[src/rtl/fetch_queue_if.sv]
// Fetch/decode handshake bundle for the instruction prefetch queue.
// master = fetch+decode side, slave = queue side.
interface fetch_queue_if #(
    parameter int DEPTH = 4
) ();
    localparam int CW = $clog2(DEPTH) + 1;

    logic          f_valid;
    logic [31:0]   f_PC;
    logic [31:0]   f_instr;
    logic          full;
    logic          d_ready;
    logic          d_valid;
    logic [31:0]   d_PC;
    logic [31:0]   d_instr;
    logic          flush;
    logic [CW-1:0] count;

    modport master (
        output f_valid, f_PC, f_instr, d_ready, flush,
        input  full, d_valid, d_PC, d_instr, count
    );

    modport slave (
        input  f_valid, f_PC, f_instr, d_ready, flush,
        output full, d_valid, d_PC, d_instr, count
    );
endinterface

[src/rtl/fetch_queue.sv]
// Circular prefetch FIFO between fetch and decode.
// Redirect flush keeps the oldest survivor as the delay slot.
module fetch_queue #(
    parameter int DEPTH      = 4,
    parameter bit DELAY_SLOT = 1'b1
) (
    input  logic          clk,
    input  logic          reset,
    fetch_queue_if.slave  q
);
    localparam int AW = $clog2(DEPTH);
    localparam int CW = AW + 1;

    logic [63:0]   mem [DEPTH];
    logic [AW-1:0] rd_ptr;
    logic [AW-1:0] wr_ptr;
    logic [CW-1:0] cnt;

    logic          pop;
    logic          push;
    logic [AW-1:0] rd_nx;
    logic [CW-1:0] left;

    assign q.d_valid = (cnt != '0);
    assign q.full    = (cnt == CW'(DEPTH));
    assign q.count   = cnt;
    assign q.d_PC    = mem[rd_ptr][63:32];
    assign q.d_instr = mem[rd_ptr][31:0];

    assign pop   = q.d_valid & q.d_ready;
    assign push  = q.f_valid & ~q.full;
    assign rd_nx = rd_ptr + AW'(pop);
    assign left  = cnt - CW'(pop);

    always_ff @(posedge clk) begin
        if (reset) begin
            rd_ptr <= '0;
            wr_ptr <= '0;
            cnt    <= '0;
            for (int i = 0; i < DEPTH; i++) begin
                mem[i] <= '0;
            end
        end else if (q.flush) begin
            unique case (1'b1)
                // oldest stored survivor becomes the delay slot
                (DELAY_SLOT && left != '0): begin
                    rd_ptr <= rd_nx;
                    wr_ptr <= rd_nx + AW'(1);
                    cnt    <= CW'(1);
                end
                (DELAY_SLOT && left == '0 && push): begin
                    mem[wr_ptr] <= {q.f_PC, q.f_instr};
                    rd_ptr      <= wr_ptr;
                    wr_ptr      <= wr_ptr + AW'(1);
                    cnt         <= CW'(1);
                end
                default: begin
                    rd_ptr <= wr_ptr;
                    cnt    <= '0;
                end
            endcase
        end else begin
            if (push) begin
                mem[wr_ptr] <= {q.f_PC, q.f_instr};
                wr_ptr      <= wr_ptr + AW'(1);
            end
            rd_ptr <= rd_nx;
            cnt    <= cnt + CW'(push) - CW'(pop);
        end
    end
endmodule
[src/flat_wrapper.sv]
// flat-port wrapper written by rule: the top's interface ports become plain ports
module fetch_queue_flat 
#(
    parameter int DEPTH      = 4,
    parameter bit DELAY_SLOT = 1'b1
)
  (clk, reset, q_f_valid, q_f_PC, q_f_instr, q_d_ready, q_flush, q_full, q_d_valid, q_d_PC, q_d_instr, q_count);
  fetch_queue_if #(.DEPTH(DEPTH)) q_i ();
  input  logic clk;
  input  logic reset;
  input wire logic [$bits(q_i.f_valid)-1:0] q_f_valid;
  input wire logic [$bits(q_i.f_PC)-1:0] q_f_PC;
  input wire logic [$bits(q_i.f_instr)-1:0] q_f_instr;
  input wire logic [$bits(q_i.d_ready)-1:0] q_d_ready;
  input wire logic [$bits(q_i.flush)-1:0] q_flush;
  output wire logic [$bits(q_i.full)-1:0] q_full;
  output wire logic [$bits(q_i.d_valid)-1:0] q_d_valid;
  output wire logic [$bits(q_i.d_PC)-1:0] q_d_PC;
  output wire logic [$bits(q_i.d_instr)-1:0] q_d_instr;
  output wire logic [$bits(q_i.count)-1:0] q_count;
  assign q_i.f_valid = q_f_valid;
  assign q_i.f_PC = q_f_PC;
  assign q_i.f_instr = q_f_instr;
  assign q_i.d_ready = q_d_ready;
  assign q_i.flush = q_flush;
  assign q_full = q_i.full;
  assign q_d_valid = q_i.d_valid;
  assign q_d_PC = q_i.d_PC;
  assign q_d_instr = q_i.d_instr;
  assign q_count = q_i.count;
  fetch_queue #(.DEPTH(DEPTH), .DELAY_SLOT(DELAY_SLOT)) u_core (.clk(clk), .reset(reset), .q(q_i));
endmodule
[config.mk]
export PLATFORM = sky130hd
export DESIGN_NAME = fetch_queue_flat
export DESIGN_NICKNAME = d
export VERILOG_FILES = /design/src/rtl/fetch_queue_if.sv /design/src/rtl/fetch_queue.sv /design/src/flat_wrapper.sv
export SDC_FILE = /design/constraint.sdc
export NUM_CORES = 1
export LEC_CHECK = 0
export CORE_MARGIN = 2
export CORE_UTILIZATION = 58
export CTS_BUF_LIST = sky130_fd_sc_hd__clkbuf_2
export CTS_CLUSTER_DIAMETER = 150
export DETAILED_ROUTE_END_ITERATION = 16
export HOLD_SLACK_MARGIN = 0.08
export PLACE_DENSITY = 0.82
export SLEW_MARGIN = 25
export SYNTH_ARGS = -nofsm -noshare
export SYNTH_HDL_FRONTEND = slang
export SYNTH_SLANG_ARGS = --single-unit
[constraint.sdc]
create_clock -name clk -period 9.85 [get_ports clk]
set_input_delay 1.97 -clock clk [delete_from_list [all_inputs] [get_ports clk]]
set_output_delay 1.97 -clock clk [all_outputs]
set_load 0.05 [all_outputs]
==> summary.txt, run 1 <==
Run
  • Max-Cap Viols: 0

Timing
  • Slew Limit Fails: 0
  • Setup violators final: 0
  • Final worst-path cycle share: 0.5721
  • Worst Tran Pin Value: 1.051 ns
  • Setup tns final: 0 ns
  • Relative slew slack: 0.2993
  • Max Fclk: 177.4 MHz
  • Tmin final: 5.636 ns
  • Final Hold Viols: 0
  • Final setup skew: 0.04005 ns
  • Hold_ws: 0.6049 ns
  • RSZ-0062 raised after global routing: no
  • Final WS setup: 4.214 ns

Synthesis
  • Post-synth EDFFs: 256
  • Cell count after synthesis: 802
  • Ys Warns: 0
  • Synth top cells by count: 256 x edfxtp_1, 170 x nor4_1, 68 x nor3_1
  • Synthesized flop and latch total: 263
  • Synth cell types: 35
  • Yosys top cell by area: edfxtp_1
  • Syn nets: 877
  • Ys flop type: edfxtp_1
  • Avg Cell Area, Syn: 15.17 um2
  • Fraction of registers with async set/reset: 0
  • Post-Syn Area: 0.01217 mm2
  • Largest cells by area after synthesis: edfxtp_1 63%, mux4_2 12%, nor4_1 8.7%
  • Most frequent cell after synthesis: edfxtp_1
  • Synth top area share: 0.6318
  • Sequential-to-total area share from yosys stat: 0.6433

Clock tree
  • Depth of the CTS H-tree: 3
  • CTS clk-pin slew, worst paths: 0.10 ns
  • Clock tree buffer depth: 3
  • Worst-Skew Late Latency: 0.79 ns
  • TritonCTS Buffers: 66
  • Clock Sinks: 263
  • Post-CTS sizing: 0
  • TritonCTS clock tree: built
  • CTS Root Cell: clkbuf_2
  • CTS hold repair buffers: 0
  • Post-CTS Setup Repair Bufs: 0

Power
  • Logic pwr share: 0.455
  • Final Power: 4.165 mW
  • Pwr dens: 296.6 mW/mm2
  • Sw frac: 0.4339
  • P_sw: 1.807 mW
  • Clock network power share: 0.165
  • Seq pwr share: 0.380
  • Pleak: 4.615 nW
  • Worst vdd ir: 192.0 uV
  • Internal power: 2.358 mW

Floorplan
  • Rows: 52
  • Die H: 148.8 um
  • Full die area: 0.02215 mm2
  • # IOs: 138
  • Die Wd: 148.8 um
  • Initial core utilization: 0.5956
  • Core box area: 0.02043 mm2

Placement
  • PortBufs: 137
  • Global placement routability congestion: 0.7709
  • DP Wirelength: 14.13 mm
  • Pre-CTS setup slack: 4.143 ns

Worst setup path
  • CP arrival: 3.67 ns
  • CP endpoint kind: primary output
  • Crit-path slowest cell: buf_4
  • Crit-path cells: buf_4, mux4_2, clkdlybuf4s50_1
  • Critical setup path kind: reg2out
  • Critical path data required time: 7.88 ns
  • Critical path launch point type: flop
  • WP buf/inv: 2
  • CP peak stage delay: 0.79 ns
  • Critical path fanouts, max: 43
  • Crit path max-delay family: buffers and inverters

Final layout
  • Final Core Density: 0.6874
  • Final nets: 995
  • Synth-to-Final Area Change: 15.41%
  • Layout cells sized above 1: 0.2211
  • Filler Cell Count: 1455

Route
  • WL/cell: 22.01 um
  • 1st-iter DRT viols: 754
  • Via Count: 7808
  • Via density: 6.348
  • Final WL: 27.07 mm
  • DRC: 0
  • TritonRoute pass-1 iters: 5
  • Post-DRT Antenna Nets: 0

Status
  • Status: finished, final reports clean

Global routing
  • Largest net degree at the start of global routing: 162
  • Vias in the first global route: 7966
  • All-Layer GR Usage: 0.2507
  • Gr ovfl total: 0
  • Initial antenna violation count: 1
  • First-pass GRT wire length: 42.57 mm

Hold path
  • Min-delay worst type: reg2reg
==> tightest hold or removal path, delay by kind of cell (launching register included) <==
kind / cells / cell delay [ns]
AOI/OAI and AO/OA: 1 / 0.08
DFF: 1 / 0.38
buffers and inverters: 1 / 0.10
==> worst paths after layout <==
kind	from	endpoint	slack, ns	cells after the start
worst min-delay path	u_core.wr_ptr[1]	u_core.rd_ptr[1]	0.60	2
worst max-delay path	u_core.rd_ptr[0]	q_d_PC[25]	4.21	3
worst max register to register	u_core.q.count[2]	u_core.mem[1][0]	5.68	9
worst min register to register	u_core.wr_ptr[1]	u_core.rd_ptr[1]	0.60	2
==> area by class of cell <==
type | count | area, um2 | area share
inverter | 10 | 37.54 | 0.002673
multi-input combinational | 429 | 3799 | 0.2705
timing repair buffer | 150 | 1480 | 0.1054
tap | 270 | 337.8 | 0.02406
clock inverter | 12 | 76.32 | 0.005435
clock buffer | 95 | 475.5 | 0.03386
sequential | 263 | 7835 | 0.5579
antenna | 1 | 2.502 | 0.0001782
==> power by group through the flow <==
stage / sequential [mW] / combinational, mW / clock, mW
floorplan: 1.53 / 1.47 / 0
global placement: 1.60 / 1.88 / 0
detailed placement: 1.61 / 1.89 / 0
CTS: 1.58 / 1.90 / 0.702
global route: 1.60 / 1.99 / 0.757
finish: 1.58 / 1.90 / 0.687
==> state kept, by name (all words and copies together), names as in the netlist <==
| signal | cells |
|---|---|
| u_core.wr_ptr | 2 |
| u_core.q.count | 3 |
| u_core.rd_ptr | 2 |
| u_core.mem | 256 |
==> per-stage QoR <==
step                area, um2  instances
detailed placement      13480       1122
CTS                     14030       1229
global placement        13480       1122
finish                  14040       1230
floorplan               12170        802
global route            14040       1230
==> routing by layer <==
metal | up-vias | track usage | share of wire
li1 | 3577 | - | -
met1 | 3820 | 0.3404 | 0.40
met2 | 374 | 0.4100 | 0.51
met3 | 37 | 0.05107 | 0.076
met4 | 0 | 0.08905 | 0.018
met5 | - | 0 | 0
==> logic make-up after synthesis <==
group	Yosys count	share of synthesized area
flip-flops	263	0.6433
adder cells (fa/ha/maj)	6	0.006787
multiplexers	64	0.1185
XOR/XNOR	6	0.005450
buffers and inverters	110	0.05193
AO/OA/AOI/OAI	16	0.009666
AND/OR/NAND/NOR	337	0.1644
==> layout by cell type, fill, tap and decap left out, types with 2 or more instances in the layout <==
cell type	synthesis	routed
a211oi_1	2	2
xor2_1	2	2
and2_1	2	2
nand2_1	66	66
o211ai_1	2	2
o31ai_4	0	4
o311a_1	2	2
buf_6	16	3
clkinv_1	0	6
clkdlybuf4s50_1	0	137
xnor2_1	3	3
nor4_2	22	22
nor3_1	68	68
clkbuf_2	0	95
dfxtp_1	7	5
buf_4	18	10
dfxtp_4	0	2
nand2b_4	0	2
mux4_2	64	64
nor4_1	170	170
edfxtp_1	256	256
inv_1	9	9
ha_1	5	5
inv_2	1	4
a31oi_1	2	2
Power figures use the tool's default switching activity.
==> inputs of run 2 (changes only) <==
CORE_UTILIZATION = 53   (was 58)
PLACE_DENSITY = 0.79   (was 0.82)
clock period = 5.1 ns   (was 9.85 ns; I/O delays follow)
==> summary.txt, run 2 (same netlist as run 1, synthesis figures left out) <==
Run
  • Max-Cap Viols: 0 (unchanged)

Route
  • Final WL: 26.99 mm (-0.30%)
  • DRC: 0 (unchanged)
  • WL/cell: 21.78 um (-1.0%)
  • 1st-iter DRT viols: 636 (-16%)
  • Via density: 6.316 (-0.50%)
  • Post-DRT Antenna Nets: 0 (unchanged)
  • TritonRoute pass-1 iters: 7 (+2)
  • Via Count: 7826 (+0.23%)

Timing
  • RSZ-0062 raised after global routing: no
  • Final setup skew: 0.04302 ns (+0.002972 ns)
  • Final worst-path cycle share: 0.8392
  • Slew Limit Fails: 0 (unchanged)
  • Final WS setup: 0.8202 ns (-3.394 ns)
  • Max Fclk: 233.7 MHz
  • Worst Tran Pin Value: 1.057 ns (+0.006198 ns)
  • Final Hold Viols: 0 (unchanged)
  • Setup violators final: 0 (unchanged)
  • Relative slew slack: 0.2952 (-0.004132)
  • Tmin final: 4.280 ns

Global routing
  • All-Layer GR Usage: 0.2294 (-0.02127)
  • First-pass GRT wire length: 42.61 mm (+0.11%)
  • Largest net degree at the start of global routing: 177 (+9.3%)
  • Vias in the first global route: 7945 (-0.26%)
  • Initial antenna violation count: 1 (unchanged)
  • Gr ovfl total: 0 (unchanged)

Placement
  • Pre-CTS setup slack: 1.337 ns (-2.806 ns)
  • DP Wirelength: 14.03 mm (-0.73%)
  • Global placement routability congestion: 0.7815 (+1.4%)
  • Placed Area: 0.01356 mm2 (+0.60%)
  • PortBufs: 137 (unchanged)

Final layout
  • Final nets: 996 (+0.10%)
  • Top reg by flops: u_core.mem
  • Synth-to-Final Area Change: 15.71%
  • Final non-filler cell area: 0.01408 mm2 (+0.26%)
  • Layout cells sized above 1: 0.2162 (-0.004904)
  • Most frequent cells in the layout: 256 x edfxtp_1, 170 x nor4_1, 137 x clkdlybuf4s50_1, 93 x clkbuf_2, 68 x nor3_1
  • Filler Cell Count: 1731 (+19%)
  • Largest register FFs: 256 (unchanged)
  • Most common cell after layout, fill and taps aside: edfxtp_1

Worst setup path
  • Critical setup path kind: reg2out
  • Crit-path cells: buf_4, mux4_2, clkdlybuf4s50_1
  • CP arrival: 3.26 ns (-0.41 ns)
  • Critical path data required time: 4.08 ns (-3.80 ns)
  • Critical path launch point type: flop
  • Crit-path slowest cell: dfxtp_4
  • CP endpoint kind: primary output
  • CP peak stage delay: 0.79 ns (about the same)
  • Critical path fanouts, max: 30 (-30%)

Floorplan
  • Initial core utilization: 0.5391 (-0.05652)
  • Die Wd: 155.5 um (+4.5%)
  • Die H: 155.5 um (+4.5%)
  • # IOs: 138 (unchanged)
  • Core box area: 0.02257 mm2 (+10%)
  • Rows: 55 (+5.8%)
  • Full die area: 0.02419 mm2 (+9.2%)

Power
  • Logic pwr share: 0.457 (+0.002)
  • Sw frac: 0.4339 (about the same)
  • Final Power: 8.049 mW (+93%)
  • Seq pwr share: 0.380 (about the same)
  • Worst vdd ir: 371.1 uV (+93%)
  • Internal power: 4.556 mW (+93%)
  • Clock network power share: 0.163 (-0.002)
  • Pwr dens: 571.6 mW/mm2 (+93%)
  • Pleak: 4.608 nW (-0.15%)
  • P_sw: 3.493 mW (+93%)

Clock tree
  • Worst-Skew Late Latency: 0.81 ns (+0.02 ns)
  • Post-CTS Setup Repair Bufs: 0 (unchanged)
  • CTS hold repair buffers: 0 (unchanged)
  • CTS clk-pin slew, worst paths: 0.11 ns (about the same)
  • CTS Root Cell: clkbuf_2
  • Post-CTS sizing: 0 (unchanged)
  • Clock tree buffer depth: 3 (unchanged)
  • TritonCTS clock tree: built
  • Depth of the CTS H-tree: 3 (unchanged)
  • TritonCTS Buffers: 66 (unchanged)
  • Clock Sinks: 263 (unchanged)

Status
  • Status: finished, final reports clean

Hold path
  • Min-delay worst type: reg2reg
==> run 2: changes by cell type in the layout (fill, tap and decap cells not counted), moves of 2 or more <==
| cell | delta |
|---|---|
| buf_12 | +4 |
| clkbuf_2 | -2 |
| inv_2 | -4 |
| buf_6 | -3 |
==> run 2: metrics by stage <==
stage,cells,hold slack [ns],utilization,setup TNS [ns]
after floorplan,802,0.4757,-,-161.99
after global placement,1138,0.5540,0.6006,0
after detailed placement,1138,0.5610,0.6007,0
after CTS,1238,0.5853,0.6237,0
after global routing,1239,0.6126,0.6238,0
final,1239,0.5749,0.6238,0
==> run 2: critical path: cells and delay by family (launching register included) <==
kind     cells  cell delay [ns]
buf+inv      2             1.11
mux          1             0.55
flops        1             0.79
==> run 2: final timing paths <==
kind         slack, ns               from  cells past startpoint                end
max               0.82   u_core.rd_ptr[0]                      3         q_d_PC[15]
min reg2reg       0.57   u_core.wr_ptr[1]                      2   u_core.rd_ptr[1]
max reg2reg       1.89  u_core.q.count[2]                      8  u_core.mem[0][30]
min               0.57   u_core.wr_ptr[1]                      2   u_core.rd_ptr[1]
==> run 2: power by group through the flow <==
stage          sequential [mW]  clock (mW)  combinational (mW)
6_report                  3.06        1.31                3.68
3_5_place_dp              3.12           0                3.68
5_1_grt                   3.11        1.46                3.85
3_3_place_gp              3.10           0                3.67
2_1_floorplan             2.94           0                2.84
4_1_cts                   3.07        1.34                3.69
==> run 2: layout make-up <==
cell class	count	area (um2)	share of cell area
multi-input cells	429	3801	0.2700
diodes	1	2.502	0.0001777
clock buffers	93	465.4	0.03306
repair buffers	151	1526	0.1084
inverters	10	40.04	0.002844
well taps	285	356.6	0.02533
clock inverters	7	52.55	0.003732
flip-flops and latches	263	7835	0.5565
==> run 2: per-layer routing <==
| layer | vias up | share of wire | track usage |
|---|---|---|---|
| li1 | 3575 | - | - |
| met1 | 3875 | 0.40 | 0.3008 |
| met2 | 335 | 0.51 | 0.3875 |
| met3 | 41 | 0.075 | 0.04568 |
| met4 | 0 | 0.019 | 0.07820 |
| met5 | - | 0 | 0 |
==> inputs of run 3 (changes only) <==
clock period = 3.73 ns   (was 5.1 ns; I/O delays follow)
==> summary.txt, run 3 (same netlist as run 1, synthesis figures left out) <==
Clock tree
  • CTS clk-pin slew, worst paths: 0.10 ns (about the same)
  • Worst-Skew Late Latency: 0.80 ns (about the same)
  • TritonCTS clock tree: built
  • Depth of the CTS H-tree: 3 (unchanged)
  • Post-CTS Setup Repair Bufs: 0 (unchanged)
  • TritonCTS Buffers: 68 (+3.0%)
  • CTS Root Cell: clkbuf_2
  • Clock tree buffer depth: 3 (unchanged)
  • Clock Sinks: 263 (unchanged)

Worst setup path
  • CP startpoint: u_core.rd_ptr[0]
  • CP endpoint kind: primary output
  • CP peak stage delay: 0.73 ns (-0.06 ns)
  • Critical path launch point type: flop
  • Worst R2R Start: u_core.q.count[2]
  • Critical path fanouts, max: 16 (-47%)
  • WP buf/inv: 1 (-1)
  • Crit path max-delay family: buffers and inverters
  • Crit-path cells: mux4_2, clkdlybuf4s50_1
  • Crit-path slowest cell: clkdlybuf4s50_1
  • Critical path data required time: 2.98 ns (-1.10 ns)
  • CP arrival: 2.75 ns (-0.51 ns)
  • Critical setup path kind: reg2out

Hold path
  • Min-delay worst type: reg2reg
  • HP Start: u_core.wr_ptr[1]

Timing
  • Max Fclk: 285.8 MHz
  • Final Hold Viols: 0 (unchanged)
  • Final worst-path cycle share: 0.9380
  • Hold_ws: 0.6175 ns (+0.04256 ns)
  • RSZ-0062 raised after global routing: no
  • Slew Limit Fails: 0 (unchanged)
  • Final setup skew: 0.05210 ns (+0.009076 ns)
  • Relative slew slack: 0.3463 (+0.05109)
  • Setup violators final: 0 (unchanged)
  • Tmin final: 3.499 ns
  • Final WS setup: 0.2314 ns (-0.5888 ns)
  • Worst Tran Pin Value: 0.9806 ns (-0.07663 ns)

Global routing
  • Initial antenna violation count: 1 (unchanged)
  • Gr busiest metal: met2
  • GRT met2 Usage: 0.3984 (+0.01096)
  • Gr ovfl total: 0 (unchanged)
  • First-pass GRT wire length: 43.50 mm (+2.1%)
  • Met1 usage: 0.3008 (about the same)
  • All-Layer GR Usage: 0.2357 (+0.006289)
  • Vias in the first global route: 8238 (+3.7%)
  • GR met3 Demand/Resource: 0.04262 (-0.003064)
  • Largest net degree at the start of global routing: 106 (-40%)

Route
  • Final WL: 27.88 mm (+3.3%)
  • DRC: 0 (unchanged)
  • TritonRoute pass-1 iters: 5 (-2)
  • Via Count: 8000 (+2.2%)
  • 1st-iter DRT viols: 765 (+20%)
  • Via density: 6.339 (+0.36%)
  • WL/cell: 22.09 um (+1.4%)
  • Post-DRT Antenna Nets: 0 (unchanged)

Final layout
  • Largest register FFs: 256 (unchanged)
  • Top reg by flops: u_core.mem
  • Final nets: 1008 (+1.2%)
  • Synth-to-Final Area Change: 17.68%
  • Most common cell after layout, fill and taps aside: edfxtp_1
  • Layout cells sized above 1: 0.2336 (+0.01745)
  • Final std cells w/o fill: 1262 (+1.9%)
  • Most frequent cells in the layout: 256 x edfxtp_1, 170 x nor4_1, 88 x clkbuf_2, 87 x clkdlybuf4s50_1, 68 x nor3_1

Status
  • Status: finished, final reports clean

Floorplan
  • # IOs: 138 (unchanged)
  • Initial core utilization: 0.5391 (unchanged)
  • Die Wd: 155.5 um (unchanged)
  • Full die area: 0.02419 mm2 (unchanged)
  • Die H: 155.5 um (unchanged)
  • Rows: 55 (unchanged)
  • Core box area: 0.02257 mm2 (unchanged)

Power
  • Worst vdd ir: 486.4 uV (+31%)
  • Final Power: 11.14 mW (+38%)
  • Pwr dens: 777.7 mW/mm2 (+36%)
  • Pleak: 4.863 nW (+5.5%)

Placement
  • DP Wirelength: 15.52 mm (+11%)
  • PortBufs: 137 (unchanged)
  • Placed insts: 1148 (+0.88%)
  • Global placement routability congestion: 0.7806 (-0.12%)
  • Pre-CTS setup slack: 0.3930 ns (-0.9443 ns)

Run
  • Max-Cap Viols: 0 (unchanged)
==> run 3: cell count changes in the layout (fill, tap and decap cells not counted), moves of 3 or more <==
cell             before  now
clkdlybuf4s50_1     137   87
dlygate4sd2_1         0   50
clkinv_1              6   16
buf_12                4   10
clkbuf_2             93   88
buf_4                10   14
dfxtp_1               5    2
inv_2                 0    3
==> run 3: worst paths after layout <==
| check | end | slack [ns] | depth (start not counted) |
|---|---|---|---|
| setup / recovery | q_d_PC[31] | 0.23 | 2 |
| hold / removal | u_core.rd_ptr[1] | 0.62 | 2 |
| setup reg to reg | u_core.mem[2][31] | 0.78 | 8 |
| hold reg to reg | u_core.rd_ptr[1] | 0.62 | 2 |
==> run 3: stage by stage <==
stage               setup TNS, ns  utilization  area (um2)
global placement                0       0.6094       13760
CTS                             0       0.6343       14320
global route                    0       0.6344       14320
finish                          0       0.6344       14320
detailed placement              0       0.6094       13760
floorplan                 -112.04            -       12290
==> run 3: cell type report <==
| class | instances | area [um2] |
|---|---|---|
| Clock inverter | 25 | 182.7 |
| Clock buffer | 88 | 440.4 |
| Multi-Input combinational cell | 429 | 3844 |
| Inverter | 10 | 37.54 |
| Timing Repair Buffer | 161 | 1614 |
| Tap cell | 285 | 356.6 |
| Antenna cell | 1 | 2.502 |
| Fill cell | 1700 | 8253 |
| Sequential cell | 263 | 7841 |
==> run 3: what timing repair did <==
action                                  4_1_cts  5_1_grt
resized for setup                            50        0
endpoints found under the setup margin       50        0
hold buffers                                  0        0
==> run 3: report_power, final <==
part	switching (mW)	internal, mW
sequential	0.215	3.82
clock	1.15	0.852
combinational	3.52	1.57
==> run 3: per-layer routing <==
metal	routed length, um	part of all wire	up-vias
met5	0	0	-
met4	649	0.023	0
met1	10890	0.39	3976
li1	-	-	3615
met2	14420	0.52	353
met3	1912	0.069	56
==> run 3: worst min-delay path: cells and delay by family (launching register included) <==
kind	cells	cell delay [ns]
DFF	1	0.38
buffers and inverters	1	0.11
AOI/OAI and AO/OA	1	0.08
